**src/rtl/gate_test_sequencer_if.sv**
```systemverilog
// Memory handshake bundle between the gate test sequencer (master) and the
// memory-owning processor (slave).
interface gate_test_sequencer_if;
  logic        mem_req;
  logic [7:0]  mem_cmd;
  logic [15:0] mem_addr;
  logic [7:0]  mem_wdata;
  logic        mem_ack;
  logic [7:0]  mem_rdata;

  modport master (output mem_req, mem_cmd, mem_addr, mem_wdata,
                  input  mem_ack, mem_rdata);
  modport slave  (input  mem_req, mem_cmd, mem_addr, mem_wdata,
                  output mem_ack, mem_rdata);
endinterface

```
**src/rtl/gate_test_sequencer.sv**
```systemverilog
// Per-vector read/apply/settle/capture/write-back sequencer for a gate tester.
// Optional GATE_TEST_STOP_ON_FAIL_EN ends the run after the first failing vector.
module gate_test_sequencer #(
  parameter int          IN_W       = 2,
  parameter int          OUT_W      = 1,
  parameter int          NUM_VEC    = 4,
  parameter int          SETTLE_CYC = 3,
  parameter logic [15:0] IN_BASE    = 16'h0008,
  parameter logic [15:0] EXP_BASE   = 16'h0010,
  parameter logic [15:0] RES_BASE   = 16'h0018
) (
  input  logic                  clk,
  input  logic                  rst_n,
  input  logic                  start,
  input  logic                  rx_done,
  gate_test_sequencer_if.master mem,
  output logic [IN_W-1:0]       dut_in,
  input  logic [OUT_W-1:0]      dut_resp,
  output logic [7:0]            dut_out,
  output logic                  busy,
  output logic                  done,
  output logic [8:0]            pass_cnt,
  output logic [8:0]            fail_cnt,
  output logic [7:0]            first_fail
);

`ifdef GATE_TEST_STOP_ON_FAIL_EN
  localparam bit STOP_ON_FAIL = 1'b1;
`else
  localparam bit STOP_ON_FAIL = 1'b0;
`endif

  localparam int              CNT_W     = $clog2(SETTLE_CYC + 1);
  localparam logic [7:0]      LAST_IDX  = 8'(NUM_VEC - 1);
  localparam logic [CNT_W-1:0] SETTLE_LD = CNT_W'(SETTLE_CYC - 1);

  typedef enum logic [3:0] {
    S_IDLE, S_WAIT_LOAD, S_RD_IN, S_RD_EXP, S_APPLY,
    S_SETTLE, S_CAPTURE, S_WR_RES, S_FINISH
  } state_e;

  state_e            state_q, state_d;
  logic              mem_req_q, mem_req_d;
  logic [7:0]        mem_cmd_q, mem_cmd_d;
  logic [15:0]       mem_addr_q, mem_addr_d;
  logic [7:0]        mem_wdata_q, mem_wdata_d;
  logic [IN_W-1:0]   dut_in_q, dut_in_d, in_vec_q, in_vec_d;
  logic [7:0]        dut_out_q, dut_out_d;
  logic              busy_q, busy_d, done_q, done_d;
  logic [8:0]        pass_cnt_q, pass_cnt_d, fail_cnt_q, fail_cnt_d;
  logic [7:0]        first_fail_q, first_fail_d, idx_q, idx_d;
  logic [CNT_W-1:0]  cnt_q, cnt_d;
  logic [OUT_W-1:0]  exp_vec_q, exp_vec_d, cap_q, cap_d;
  logic              fail_q, fail_d;
  logic [7:0]        res_byte;

  // Result byte: fail flag in bit 7, captured response in the low bits.
  always_comb begin
    res_byte = 8'h00;
    res_byte[OUT_W-1:0] = cap_q;
    res_byte[7] = fail_q;
  end

  always_comb begin
    state_d      = state_q;
    mem_req_d    = mem_req_q;
    mem_cmd_d    = mem_cmd_q;
    mem_addr_d   = mem_addr_q;
    mem_wdata_d  = mem_wdata_q;
    dut_in_d     = dut_in_q;
    in_vec_d     = in_vec_q;
    dut_out_d    = dut_out_q;
    busy_d       = busy_q;
    done_d       = 1'b0;
    pass_cnt_d   = pass_cnt_q;
    fail_cnt_d   = fail_cnt_q;
    first_fail_d = first_fail_q;
    idx_d        = idx_q;
    cnt_d        = cnt_q;
    exp_vec_d    = exp_vec_q;
    cap_d        = cap_q;
    fail_d       = fail_q;
    case (state_q)
      S_IDLE: if (start) begin
        pass_cnt_d   = '0;
        fail_cnt_d   = '0;
        first_fail_d = 8'hFF;
        idx_d        = '0;
        busy_d       = 1'b1;
        state_d      = S_WAIT_LOAD;
      end
      S_WAIT_LOAD: if (rx_done) state_d = S_RD_IN;
      // Request goes out one cycle after state entry; ack only counts while requesting.
      S_RD_IN: if (!mem_req_q) begin
        mem_req_d  = 1'b1;
        mem_cmd_d  = 8'h00;
        mem_addr_d = IN_BASE + {8'h00, idx_q};
      end else if (mem.mem_ack) begin
        mem_req_d = 1'b0;
        in_vec_d  = mem.mem_rdata[IN_W-1:0];
        state_d   = S_RD_EXP;
      end
      S_RD_EXP: if (!mem_req_q) begin
        mem_req_d  = 1'b1;
        mem_cmd_d  = 8'h00;
        mem_addr_d = EXP_BASE + {8'h00, idx_q};
      end else if (mem.mem_ack) begin
        mem_req_d = 1'b0;
        exp_vec_d = mem.mem_rdata[OUT_W-1:0];
        state_d   = S_APPLY;
      end
      S_APPLY: begin
        dut_in_d = in_vec_q;
        cnt_d    = SETTLE_LD;
        state_d  = S_SETTLE;
      end
      S_SETTLE: if (cnt_q == '0) state_d = S_CAPTURE;
                else cnt_d = cnt_q - 1'b1;
      S_CAPTURE: begin
        cap_d     = dut_resp;
        dut_out_d = 8'(dut_resp);
        fail_d    = (dut_resp != exp_vec_q);
        if (dut_resp != exp_vec_q) begin
          fail_cnt_d = fail_cnt_q + 9'd1;
          if (first_fail_q == 8'hFF) first_fail_d = idx_q;
        end else begin
          pass_cnt_d = pass_cnt_q + 9'd1;
        end
        state_d = S_WR_RES;
      end
      S_WR_RES: if (!mem_req_q) begin
        mem_req_d   = 1'b1;
        mem_cmd_d   = 8'h01;
        mem_addr_d  = RES_BASE + {8'h00, idx_q};
        mem_wdata_d = res_byte;
      end else if (mem.mem_ack) begin
        mem_req_d = 1'b0;
        if (idx_q == LAST_IDX || (STOP_ON_FAIL && fail_q)) begin
          state_d = S_FINISH;
        end else begin
          idx_d   = idx_q + 8'd1;
          state_d = S_RD_IN;
        end
      end
      S_FINISH: begin
        done_d   = 1'b1;
        busy_d   = 1'b0;
        dut_in_d = '0;
        state_d  = S_IDLE;
      end
      default: state_d = S_IDLE;
    endcase
  end

  always_ff @(posedge clk or negedge rst_n) begin
    if (!rst_n) begin
      state_q      <= S_IDLE;
      mem_req_q    <= 1'b0;
      mem_cmd_q    <= 8'h00;
      mem_addr_q   <= 16'h0000;
      mem_wdata_q  <= 8'h00;
      dut_in_q     <= '0;
      in_vec_q     <= '0;
      dut_out_q    <= 8'h00;
      busy_q       <= 1'b0;
      done_q       <= 1'b0;
      pass_cnt_q   <= '0;
      fail_cnt_q   <= '0;
      first_fail_q <= 8'hFF;
      idx_q        <= '0;
      cnt_q        <= '0;
      exp_vec_q    <= '0;
      cap_q        <= '0;
      fail_q       <= 1'b0;
    end else begin
      state_q      <= state_d;
      mem_req_q    <= mem_req_d;
      mem_cmd_q    <= mem_cmd_d;
      mem_addr_q   <= mem_addr_d;
      mem_wdata_q  <= mem_wdata_d;
      dut_in_q     <= dut_in_d;
      in_vec_q     <= in_vec_d;
      dut_out_q    <= dut_out_d;
      busy_q       <= busy_d;
      done_q       <= done_d;
      pass_cnt_q   <= pass_cnt_d;
      fail_cnt_q   <= fail_cnt_d;
      first_fail_q <= first_fail_d;
      idx_q        <= idx_d;
      cnt_q        <= cnt_d;
      exp_vec_q    <= exp_vec_d;
      cap_q        <= cap_d;
      fail_q       <= fail_d;
    end
  end

  assign mem.mem_req   = mem_req_q;
  assign mem.mem_cmd   = mem_cmd_q;
  assign mem.mem_addr  = mem_addr_q;
  assign mem.mem_wdata = mem_wdata_q;
  assign dut_in        = dut_in_q;
  assign dut_out       = dut_out_q;
  assign busy          = busy_q;
  assign done          = done_q;
  assign pass_cnt      = pass_cnt_q;
  assign fail_cnt      = fail_cnt_q;
  assign first_fail    = first_fail_q;

endmodule

```
**src/flat_wrapper.sv**
```systemverilog
// flat-port wrapper written by rule: the top's interface ports become plain ports
module gate_test_sequencer_flat 
#(
  parameter int          IN_W       = 2,
  parameter int          OUT_W      = 1,
  parameter int          NUM_VEC    = 4,
  parameter int          SETTLE_CYC = 3,
  parameter logic [15:0] IN_BASE    = 16'h0008,
  parameter logic [15:0] EXP_BASE   = 16'h0010,
  parameter logic [15:0] RES_BASE   = 16'h0018
)
  (clk, rst_n, start, rx_done, dut_in, dut_resp, dut_out, busy, done, pass_cnt, fail_cnt, first_fail, mem_mem_req, mem_mem_cmd, mem_mem_addr, mem_mem_wdata, mem_mem_ack, mem_mem_rdata);
  gate_test_sequencer_if mem_i ();
  input  logic clk;
  input  logic rst_n;
  input  logic start;
  input  logic rx_done;
  output logic [IN_W-1:0] dut_in;
  input  logic [OUT_W-1:0] dut_resp;
  output logic [7:0] dut_out;
  output logic busy;
  output logic done;
  output logic [8:0] pass_cnt;
  output logic [8:0] fail_cnt;
  output logic [7:0] first_fail;
  output wire logic [$bits(mem_i.mem_req)-1:0] mem_mem_req;
  output wire logic [$bits(mem_i.mem_cmd)-1:0] mem_mem_cmd;
  output wire logic [$bits(mem_i.mem_addr)-1:0] mem_mem_addr;
  output wire logic [$bits(mem_i.mem_wdata)-1:0] mem_mem_wdata;
  input wire logic [$bits(mem_i.mem_ack)-1:0] mem_mem_ack;
  input wire logic [$bits(mem_i.mem_rdata)-1:0] mem_mem_rdata;
  assign mem_mem_req = mem_i.mem_req;
  assign mem_mem_cmd = mem_i.mem_cmd;
  assign mem_mem_addr = mem_i.mem_addr;
  assign mem_mem_wdata = mem_i.mem_wdata;
  assign mem_i.mem_ack = mem_mem_ack;
  assign mem_i.mem_rdata = mem_mem_rdata;
  gate_test_sequencer #(.IN_W(IN_W), .OUT_W(OUT_W), .NUM_VEC(NUM_VEC), .SETTLE_CYC(SETTLE_CYC), .IN_BASE(IN_BASE), .EXP_BASE(EXP_BASE), .RES_BASE(RES_BASE)) u_core (.clk(clk), .rst_n(rst_n), .start(start), .rx_done(rx_done), .mem(mem_i), .dut_in(dut_in), .dut_resp(dut_resp), .dut_out(dut_out), .busy(busy), .done(done), .pass_cnt(pass_cnt), .fail_cnt(fail_cnt), .first_fail(first_fail));
endmodule
```
**config.mk**
```make
export PLATFORM = sky130hd
export DESIGN_NAME = gate_test_sequencer_flat
export DESIGN_NICKNAME = d
export VERILOG_FILES = /design/src/rtl/gate_test_sequencer_if.sv /design/src/rtl/gate_test_sequencer.sv /design/src/flat_wrapper.sv
export SDC_FILE = /design/constraint.sdc
export NUM_CORES = 1
export LEC_CHECK = 0
export BUFFER_PORTS_ARGS = -buffer_cell sky130_fd_sc_hd__buf_4
export CELL_PAD_IN_SITES_DETAIL_PLACEMENT = 0
export CELL_PAD_IN_SITES_GLOBAL_PLACEMENT = 1
export CORE_ASPECT_RATIO = 0.8
export CORE_MARGIN = 2
export CORE_UTILIZATION = 38
export CTS_BUF_LIST = sky130_fd_sc_hd__clkbuf_8
export DETAILED_ROUTE_END_ITERATION = 12
export GPL_ROUTABILITY_DRIVEN = 0
export PLACE_DENSITY_LB_ADDON = 0.1
export SLEW_MARGIN = 15
export SYNTH_ARGS = -nofsm -noshare
export SYNTH_HDL_FRONTEND = slang
export SYNTH_SLANG_ARGS = --single-unit
export TNS_END_PERCENT = 30
```
**constraint.sdc**
```tcl
create_clock -name clk -period 2.4 [get_ports clk]
set_clock_uncertainty 0.15 [all_clocks]
set_input_delay 0.24 -clock clk [delete_from_list [all_inputs] [get_ports clk]]
set_output_delay 0.24 -clock clk [all_outputs]
set_load 0.05 [all_outputs]
```
==> flow_metrics.tcl, run 1 <==
set metrics [dict create \
    synth_edf_count 0 \
    yosysTopAreaCellShare_pct 41.0 \
    async_flop_share_pct 100 \
    cp_max_fo 10 \
    synth.area.top_cells "dfrtp_1 41%, buf_4 6.8%, dfstp_2 6.4%" \
    total_leakage_power_nw 1.97 \
    rsz0062_at_grt "false" \
    grt_pass1_vias 2390 \
    layout_commonest_cell "buf_4" \
    cts.path.max_buffers 2 \
    endpoint_kind "flop" \
    numCtsBuffers 9 \
    portBuffers 51 \
    routedWlPerCell_um 13.8 \
    cts_root_buffer "clkbuf_8" \
    synth_area_mm2 0.00330 \
    core_area_mm2 0.00845 \
    viasPerCell 4.90 \
    dp.cells 499 \
    cts_tree "yes" \
    clock_sinks 62 \
    start_util_pct 39.1 \
    hold_viol 0 \
    nets 423 \
    routed_wl_um 7140 \
    hpwl_um 5050 \
    yosysWarnings 0 \
    grt_max_degree 63 \
    hold_path_class "input port to flop" \
    antenna_found_initial 0 \
    rows 30 \
    h-tree-depth 3 \
    yosysUniqueCellTypes 49 \
    critPathCapture "u_core.idx_q[7]$_DFFE_PN0P_" \
    antennaDiodeCount 0 \
    clock_latency_ns 0.34 \
    fmax_mhz 465 \
    grt_pass1_wl_um 11900 \
    tns_ns 0 \
    drc_errors 0 \
    synthCells 333 \
    setup_viol 0 \
    die_h_um 87.3 \
    postLayoutSetupSlackWorst_ns 0.250 \
    crit_arrival_ns 2.25 \
    drt_iter0_markers 100 \
    die_w_um 108 \
    final_layout_size_suffix_gt1_share_pct 27.0 \
    drv_cap 0 \
    path_clk_slew_ns 0.07 \
    groute.usage.overall_pct 16.4 \
    worstSetupPathType "flop to flop" \
    r2r-start "u_core.state_q[0]$_DFFE_PN0P_" \
    fin_crit_ns 2.15 \
    areaGrowthSynthToFinish_pct 22.9 \
    reg2reg_depth 4 \
    cp.required_ns 2.50 \
    grt_overflow 0 \
    ff2ff_setup_slack_ns 0.25 \
    stdcell_count 519 \
    r2r_end "u_core.idx_q[7]$_DFFE_PN0P_" \
    ys.flop_type "dfrtp_1" \
    critPathLaunchType "flop" \
    ant_nets 0 \
    slew_headroom_pct 47.9 \
    slew_violations 0 \
    die_area_mm2 0.00945 \
    status "finished clean" \
    io_pins 85 \
    powerDensity_mw_per_mm2 1210 \
    cp-startpoint "u_core.state_q[0]$_DFFE_PN0P_" \
    irDropWorstVdd_mv 0.652 \
    synth_top_cell_by_area "dfrtp_1" \
    synth_seq_area_share_pct 47.3 \
    num_vias 2543 \
    synth_area_per_cell_um2 9.91 \
    dp_slack_ns 0.261 \
    period_share_pct 89.6 \
    tightest_slew_ns 0.782 \
    mostFrequentLayoutCells "73 x buf_4, 54 x dfrtp_1, 32 x nand2_1, 31 x nor2_1, 27 x conb_1" \
    dr.pass1.iters 4 \
    ys_ff_latch 62 \
]
synthesized netlist by cell type (6+ instances only):
cell / count
nand4_1: 9
xor2_1: 16
o21ai_0: 14
nand3_1: 8
dfrtp_1: 54
o22a_1: 9
buf_4: 30
mux2_2: 10
a21oi_1: 14
clkbuf_1: 7
nor2_1: 31
and3_1: 6
inv_1: 9
dfstp_2: 8
buf_2: 7
ha_1: 7
nand2_1: 32
layer usage:
metal	GRT usage, %	wire length [um]	up-vias	part of all wire (%)
met3	4.34	297	12	4.2
met4	5.83	116	0	1.6
met1	22.9	3580	1227	50
met5	0	0	-	0
li1	-	-	1247	-
met2	24.5	3140	57	44
cell type report:
cell class / instances / area [um2]
sequential: 62 / 1560
multi-input combinational: 243 / 1510
clock inverter: 6 / 83.8
clock buffer: 10 / 138
fill: 827 / 4390
tap: 112 / 140
inverter: 9 / 33.8
timing repair buffer: 77 / 588
power breakdown:
part | switching (mW) | internal, mW | total (mW)
combinational | 1.44 | 0.810 | 2.25
sequential | 0.285 | 1.35 | 1.64
clock | 0.415 | 0.611 | 1.03
total | 2.14 | 2.77 | 4.92
sequential cells by signal (all words and copies together), names as in the netlist, 2 cells and up:
register	flops
u_core.in_vec_q	2
u_core.first_fail	8
u_core.idx_q	8
u_core.state_q	4
u_core.fail_cnt	9
u_core.dut_in	2
u_core.mem.mem_wdata	2
u_core.cnt_q	2
u_core.mem.mem_addr	9
u_core.pass_cnt	9
what timing repair did:
item / in CTS / in global routing
resized for setup: 0 / 0
hold endpoints to repair: 58 / 0
hold buffers: 4 / 0
buffers inserted: 0 / 0
worst min-delay path by stage:
stage	startpoint	endpoint	slack [ns]	cells past startpoint
finish	start	u_core.busy$_DFFE_PN0P_	0.25	3
floorplan	rst_n	u_core.busy$_DFFE_PN0P_	-0.21	0
global placement	rst_n	u_core.mem.mem_addr[6]$_DFFE_PN0P_	0.24	1
detailed placement	rst_n	u_core.mem.mem_addr[6]$_DFFE_PN0P_	0.24	1
CTS	start	u_core.busy$_DFFE_PN0P_	0.23	3
global route	start	u_core.busy$_DFFE_PN0P_	0.27	3
critical path, cell delays in order, from the launching register on:
cell and delay [ns]:
dfrtp_1 0.49, or4b_4 0.62, a211o_1 0.29, or3_1 0.34
mux2i_1 0.18
cell families after synthesis:
logic type / count (synthesis) / synth area share, %
compound gates: 59 / 11.9
xor+xnor: 21 / 5.57
fa+ha+maj: 8 / 2.96
buf+inv: 54 / 9.82
flops: 62 / 47.3
mux: 14 / 4.63
other cells: 1 / 0.114
simple gates: 114 / 17.6
metrics by stage:
| stage | hold slack (ns) | cell area (um2) | util [%] | total power [mW] |
|---|---|---|---|---|
| floorplan | -0.206 | 3400 | - | 3.26 |
| global placement | 0.240 | 3790 | 44.9 | 3.90 |
| detailed placement | 0.239 | 3790 | 44.9 | 3.92 |
| CTS | 0.231 | 4060 | 48.0 | 4.99 |
| global route | 0.270 | 4060 | 48.0 | 5.25 |
| finish | 0.247 | 4060 | 48.0 | 4.92 |
Power figures use the tool's default switching activity.
==> run 2, diff against run 1 <==
CORE_ASPECT_RATIO = 2   (was 0.8)
CORE_UTILIZATION = 36   (was 38)
CTS_BUF_LIST = unset   (was sky130_fd_sc_hd__clkbuf_8)
==> run 2 against run 1 <==
  * Hold slack improved by 0.063 ns
  * First-iteration DRC count fell by 6.0%
  * Largest power group unchanged
  * Non-clock buffer count rose by 2
  * Routed wire length rose by 10%
  * Die area rose by 5.8%
  * Largest cell class unchanged
==> flow_metrics.tcl, run 2 (same netlist as run 1, synthesis figures left out) <==
set metrics [dict create \
    antennaDiodeCount 0 \
    status "finished clean" \
    numCtsBuffers 9 \
    cts_root_buffer "clkbuf_16" \
    postLayoutSetupSlackWorst_ns 0.220 \
    num-fill-cells 869 \
    clock_latency_ns 0.33 \
    grt_pass1_vias 2585 \
    total_leakage_power_nw 2.02 \
    groute.usage.overall_pct 17.0 \
    grt_overflow 0 \
    portBuffers 51 \
    post_cts_buffers 0 \
    h-tree-depth 3 \
    comb_power_share_pct 43.1 \
    ant_nets 0 \
    hpwl_um 5840 \
    grt_pass1_wl_um 13100 \
    p_clk_share_pct 26.3 \
    stdcell_count 511 \
    ctsHoldBuffers 4 \
    final_core_util_pct 46.5 \
    whs_ns 0.309 \
    intPower_mw 3.09 \
    irDropWorstVdd_mv 0.734 \
    viasPerCell 5.12 \
    clock_sinks 62 \
    areaGrowthSynthToFinish_pct 26.1 \
    reg2reg_depth 4 \
    fmax_mhz 459 \
    cp_num_buf_inv 0 \
    core_area_mm2 0.00895 \
    powerDensity_mw_per_mm2 1280 \
    ctsResizeCount 0 \
    tightest_slew_ns 0.800 \
    min_to "u_core.state_q[2]$_DFFE_PN0P_" \
    power_switching_mw 2.25 \
    cp_max_fo 13 \
    ff2ff_setup_slack_ns 0.22 \
    drt_iter0_markers 94 \
    slowest_delay_ns 0.59 \
    hold_path_class "input port to flop" \
    slew_violations 0 \
    switching_share_pct 42.1 \
    die_w_um 71.7 \
    die_h_um 139 \
    power.total_mw 5.34 \
    path_clk_slew_ns 0.06 \
    start_util_pct 36.9 \
    worstSetupPathType "flop to flop" \
    fin_area_mm2 0.00416 \
    dp.cells 491 \
    io_pins 85 \
    drc_errors 0 \
    die_area_mm2 0.00999 \
    cts_tree "yes" \
    critical_path.top_delay_family "simple AND/OR/NAND/NOR gates" \
    routed_wl_um 7880 \
    dp_slack_ns 0.243 \
    antenna_found_initial 0 \
    worstPathCellList "or4b_4 > a211o_1 > or3_1 > mux2i_1" \
    slowest_stage "or4b_4" \
    rsz0062_at_grt "false" \
    r2r-start "u_core.state_q[1]$_DFFE_PN0P_" \
    hold_viol 0 \
    nets 425 \
    dr.pass1.iters 4 \
    tns_ns 0 \
    layout_commonest_cell "buf_4" \
    routedWlPerCell_um 15.4 \
    fin_crit_ns 2.18 \
    seqPwrFrac_pct 30.6 \
    worstHoldPathCells 5 \
    slew_headroom_pct 46.7 \
    setup_viol 0 \
    r2r_end "u_core.idx_q[7]$_DFFE_PN0P_" \
    cts.path.max_buffers 2 \
    endpoint_kind "flop" \
    dpl_cell_area_mm2 0.00380 \
    final_layout_size_suffix_gt1_share_pct 27.4 \
    cp.required_ns 2.50 \
    critPathLaunchType "flop" \
    min_from "mem_mem_ack" \
    grt_max_degree 63 \
    period_share_pct 90.8 \
    mostFrequentLayoutCells "75 x buf_4, 54 x dfrtp_1, 32 x nand2_1, 31 x nor2_1, 27 x conb_1" \
    crit_arrival_ns 2.28 \
    drv_cap 0 \
    num_vias 2615 \
    rows 49 \
]
run 2: cell types whose count changed in the layout (fill, tap and decap cells not counted), sizes merged:
| cell | before | now |
|---|---|---|
| clkbuf | 10 | 9 |
| clkinvlp | 0 | 2 |
| buf | 73 | 75 |
| clkinv | 3 | 2 |
run 2: worst max-delay path by stage:
stage | from | to | slack [ns] | cells past startpoint
after floorplan | u_core.idx_q[5]$_DFFE_PN0P_ | u_core.idx_q[7]$_DFFE_PN0P_ | 0.14 | 8
after global placement | u_core.state_q[0]$_DFFE_PN0P_ | u_core.idx_q[3]$_DFFE_PN0P_ | 0.26 | 5
after detailed placement | u_core.state_q[0]$_DFFE_PN0P_ | u_core.idx_q[3]$_DFFE_PN0P_ | 0.24 | 5
after CTS | u_core.state_q[0]$_DFFE_PN0P_ | u_core.idx_q[3]$_DFFE_PN0P_ | 0.23 | 5
after global routing | u_core.state_q[3]$_DFFE_PN0P_ | u_core.mem.mem_addr[5]$_DFFE_PN0P_ | 0.05 | 7
final | u_core.state_q[1]$_DFFE_PN0P_ | u_core.idx_q[7]$_DFFE_PN0P_ | 0.22 | 4
run 2: worst register-to-register path: stages, from the launching register on:
cell     delay (ns)
dfrtp_1        0.52
or4b_4         0.60
a211o_1        0.32
or3_1          0.34
mux2i_1        0.18
run 2: area by class of cell:
cell class | instances | area, um2 | area share, %
Sequential cell | 62 | 1560 | 37.5
Multi-Input combinational cell | 243 | 1510 | 36.3
Timing Repair Buffer | 79 | 603 | 14.5
Clock buffer | 9 | 225 | 5.41
Tap cell | 102 | 128 | 3.07
Clock inverter | 7 | 97.6 | 2.35
Inverter | 9 | 33.8 | 0.812
run 2: metal layers:
| layer | wire length, um | vias up | GRT usage, % |
|---|---|---|---|
| met5 | 0 | - | 0 |
| met1 | 2930 | 1262 | 18.7 |
| met2 | 4280 | 77 | 28.4 |
| li1 | - | 1256 | - |
| met3 | 314 | 20 | 3.62 |
| met4 | 361 | 0 | 11.7 |
run 2: power by group through the flow:
stage	registers (mW)	logic (mW)	clock network [mW]
finish	1.63	2.30	1.40
global route	1.69	2.49	1.48
CTS	1.64	2.33	1.43
detailed placement	1.66	2.32	0
global placement	1.65	2.29	0
floorplan	2.17	1.09	0
==> run 3, diff against run 2 <==
ABC_AREA = 1   (was unset)
==> run 3 against run 2 <==
  * Via count grew 8.8%
  * Global-route usage grew 0.99 points
  * Routed wire length grew 12%
  * Clock power shrank 14%
  * Sequential share of layout area shrank 1.3 points
==> flow_metrics.tcl, run 3 <==
set metrics [dict create \
    status "finished clean" \
    cp_common_cell "nand2_1" \
    synth-xor-area-share_pct 3.20 \
    synthTopCellsByCount "101 x nand2_1, 54 x dfrtp_1, 45 x inv_1" \
    slowest_delay_ns 0.43 \
    grt_pass1_wl_um 14400 \
    tightest_slew_ns 0.817 \
    post_cts_buffers 0 \
    yosysWarnings 0 \
    synth.area.top_cells "dfrtp_1 38%, nand2_1 11%, buf_4 6.1%" \
    synth_area_mm2 0.00356 \
    hpwl_um 6850 \
    p_clk_share_pct 22.8 \
    grt.busiest_layer "met2" \
    final_layout_size_suffix_gt1_share_pct 24.0 \
    dpl_cell_area_mm2 0.00401 \
    met2_usage_pct 34.0 \
    core_area_mm2 0.00970 \
    critical_path.top_delay_family "simple AND/OR/NAND/NOR gates" \
    clock_sinks 62 \
    fmax_mhz 508 \
    grt_pass1_vias 2863 \
    io_pins 85 \
    synth_edf_count 0 \
    ys.flop_type "dfrtp_1" \
    mostFrequentLayoutCells "101 x nand2_1, 58 x buf_4, 54 x dfrtp_1, 45 x inv_1, 36 x nor2_1" \
    path_clk_slew_ns 0.05 \
    nets 517 \
    num-fill-cells 1039 \
    crit_arrival_ns 2.04 \
    viasPerCell 4.49 \
    antennaDiodeCount 0 \
    worstHoldPathCells 3 \
    async_flop_share_pct 100 \
    grt_overflow 0 \
    grt_util_met1_pct 19.2 \
    layout_commonest_cell "nand2_1" \
    synth_top_cell_by_area "dfrtp_1" \
    rsz0062_at_grt "false" \
    die_area_mm2 0.0107 \
    start_util_pct 36.7 \
    ctsResizeCount 0 \
    period_share_pct 81.9 \
    power_switching_mw 2.47 \
    slew_headroom_pct 45.5 \
    slowest_stage "dfrtp_1" \
    die_w_um 74.3 \
    worstPathCellList "nand2_4 > inv_2 > nand2_1 > nand2_1 > nand2_1 > inv_1 > ha_1 > inv_1 > nand3_1 > o21ai_0 > a21o_1 > nand2_1" \
    synthAdderAreaFrac_pct 2.46 \
    drc_errors 0 \
    h-tree-depth 3 \
    setup_viol 0 \
    routedWlPerCell_um 14.0 \
    use_met3_pct 3.00 \
    ant_nets 0 \
    powerDensity_mw_per_mm2 1220 \
    cts.path.max_buffers 2 \
    ff2ff_setup_slack_ns 0.43 \
    tns_ns 0 \
    reg2reg_depth 12 \
    routed_wl_um 8840 \
    comb_power_share_pct 47.0 \
    cp_max_fo 6 \
    drv_cap 0 \
    synthMuxAreaShare_pct 0.316 \
    ctsHoldBuffers 2 \
    areaGrowthSynthToFinish_pct 20.9 \
    portBuffers 51 \
    ys_ff_latch 62 \
    fin_crit_ns 1.97 \
    synth_top_family_by_area "simple AND/OR/NAND/NOR gates" \
    intPower_mw 2.77 \
    drt_iter0_markers 125 \
    hold_path_class "input port to flop" \
    endpoint_kind "flop" \
    r2r-start "u_core.state_q[1]$_DFFE_PN0P_" \
    power.total_mw 5.24 \
    groute.usage.overall_pct 18.0 \
    die_h_um 145 \
    synthSimpleGateAreaFrac_pct 28.0 \
    min_from "dut_resp" \
    irDropWorstVdd_mv 0.444 \
    total_leakage_power_nw 2.23 \
    cp_num_buf_inv 3 \
    seqPwrFrac_pct 30.2 \
    num_vias 2845 \
    yosysUniqueCellTypes 37 \
    yosysTopAreaCellShare_pct 38.0 \
    slew_violations 0 \
    r2r_end "u_core.mem.mem_addr[5]$_DFFE_PN0P_" \
    grt_max_degree 63 \
    cp.required_ns 2.47 \
    yosysMostFrequentCell "nand2_1" \
    min_to "u_core.cap_q$_DFFE_PN0P_" \
    synth_area_per_cell_um2 8.22 \
    antenna_found_initial 0 \
    critPathLaunchType "flop" \
    fin_area_mm2 0.00430 \
    dr.pass1.iters 4 \
    synthCells 433 \
    hold_viol 0 \
    synth_compound_area_share_pct 9.35 \
    worstSetupPathType "flop to flop" \
    cts_tree "yes" \
    numCtsBuffers 9 \
    synth_seq_area_share_pct 43.9 \
    clock_latency_ns 0.33 \
    rows 51 \
    cts_root_buffer "clkbuf_16" \
    switching_share_pct 47.1 \
]
## run 3: cell count changes after synthesis, moves of 7 or more
| cell | change |
|---|---|
| nand2_2 | +7 |
| o21ai_1 | +7 |
| buf_2 | -7 |
| nand2_1 | +69 |
| o22a_1 | -9 |
| inv_1 | +36 |
| nand2_4 | +7 |
| nand3_1 | +18 |
| mux2_2 | -9 |
## run 3: final cells by class
class	instances	area (um2)	area share, %
Multi-Input combinational cell	311	1640	38.2
Timing Repair Buffer	60	455	10.6
Inverter	52	200	4.65
Clock buffer	11	243	5.64
Tap cell	132	165	3.84
Clock inverter	5	35.0	0.814
Sequential cell	62	1560	36.3
## run 3: worst max-delay path by stage
stage / endpoint / from / cells past startpoint
after floorplan: u_core.mem.mem_addr[5]$_DFFE_PN0P_ / u_core.state_q[0]$_DFFE_PN0P_ / 12
after detailed placement: u_core.mem.mem_addr[5]$_DFFE_PN0P_ / u_core.state_q[1]$_DFFE_PN0P_ / 12
after global routing: u_core.mem.mem_addr[5]$_DFFE_PN0P_ / u_core.state_q[1]$_DFFE_PN0P_ / 12
after CTS: u_core.mem.mem_addr[5]$_DFFE_PN0P_ / u_core.state_q[1]$_DFFE_PN0P_ / 12
final: u_core.mem.mem_addr[5]$_DFFE_PN0P_ / u_core.state_q[1]$_DFFE_PN0P_ / 12
after global placement: u_core.mem.mem_addr[5]$_DFFE_PN0P_ / u_core.state_q[1]$_DFFE_PN0P_ / 12
## run 3: per-layer routing
layer  vias to the layer above  wire (um)
met4                         0        111
met1                      1328       3350
met3                         7        226
met2                        51       5150
li1                       1459          -
met5                         -          0
## run 3: stage by stage
stage          hold slack [ns]  util, %  setup slack [ns]  instances
2_1_floorplan           -0.206        -             0.601        459
3_3_place_gp             0.244     41.3             0.417        615
3_5_place_dp             0.238     41.3             0.434        615
4_1_cts                 0.0109     44.4             0.427        633
5_1_grt                 0.0199     44.4             0.231        633
6_report                0.0128     44.4             0.433        633
## run 3: worst reg2reg max path, cell delays in order (launching register included)
cell and delay, ns:
dfrtp_1 0.43, nand2_4 0.16, inv_2 0.06, nand2_1 0.19, nand2_1 0.11, nand2_1 0.07
inv_1 0.04, ha_1 0.18, inv_1 0.06, nand3_1 0.12, o21ai_0 0.10, a21o_1 0.14
nand2_1 0.05
## run 3: cells by family (layout without fill, tap and decap cells)
family,after synthesis,in the layout
flip-flops,62,62
adder cells (fa/ha/maj),7,7
AO/OA/AOI/OAI,56,56
other,1,27
multiplexers,1,1
buffers and inverters,86,128
XOR/XNOR,13,13
AND/OR/NAND/NOR,207,207
## run 3: power groups by stage
stage,logic (mW),registers [mW],clock network (mW)
floorplan,1.27,2.18,0
global placement,2.47,1.61,0
detailed placement,2.49,1.61,0
CTS,2.50,1.59,1.23
global route,2.68,1.63,1.29
finish,2.46,1.59,1.20
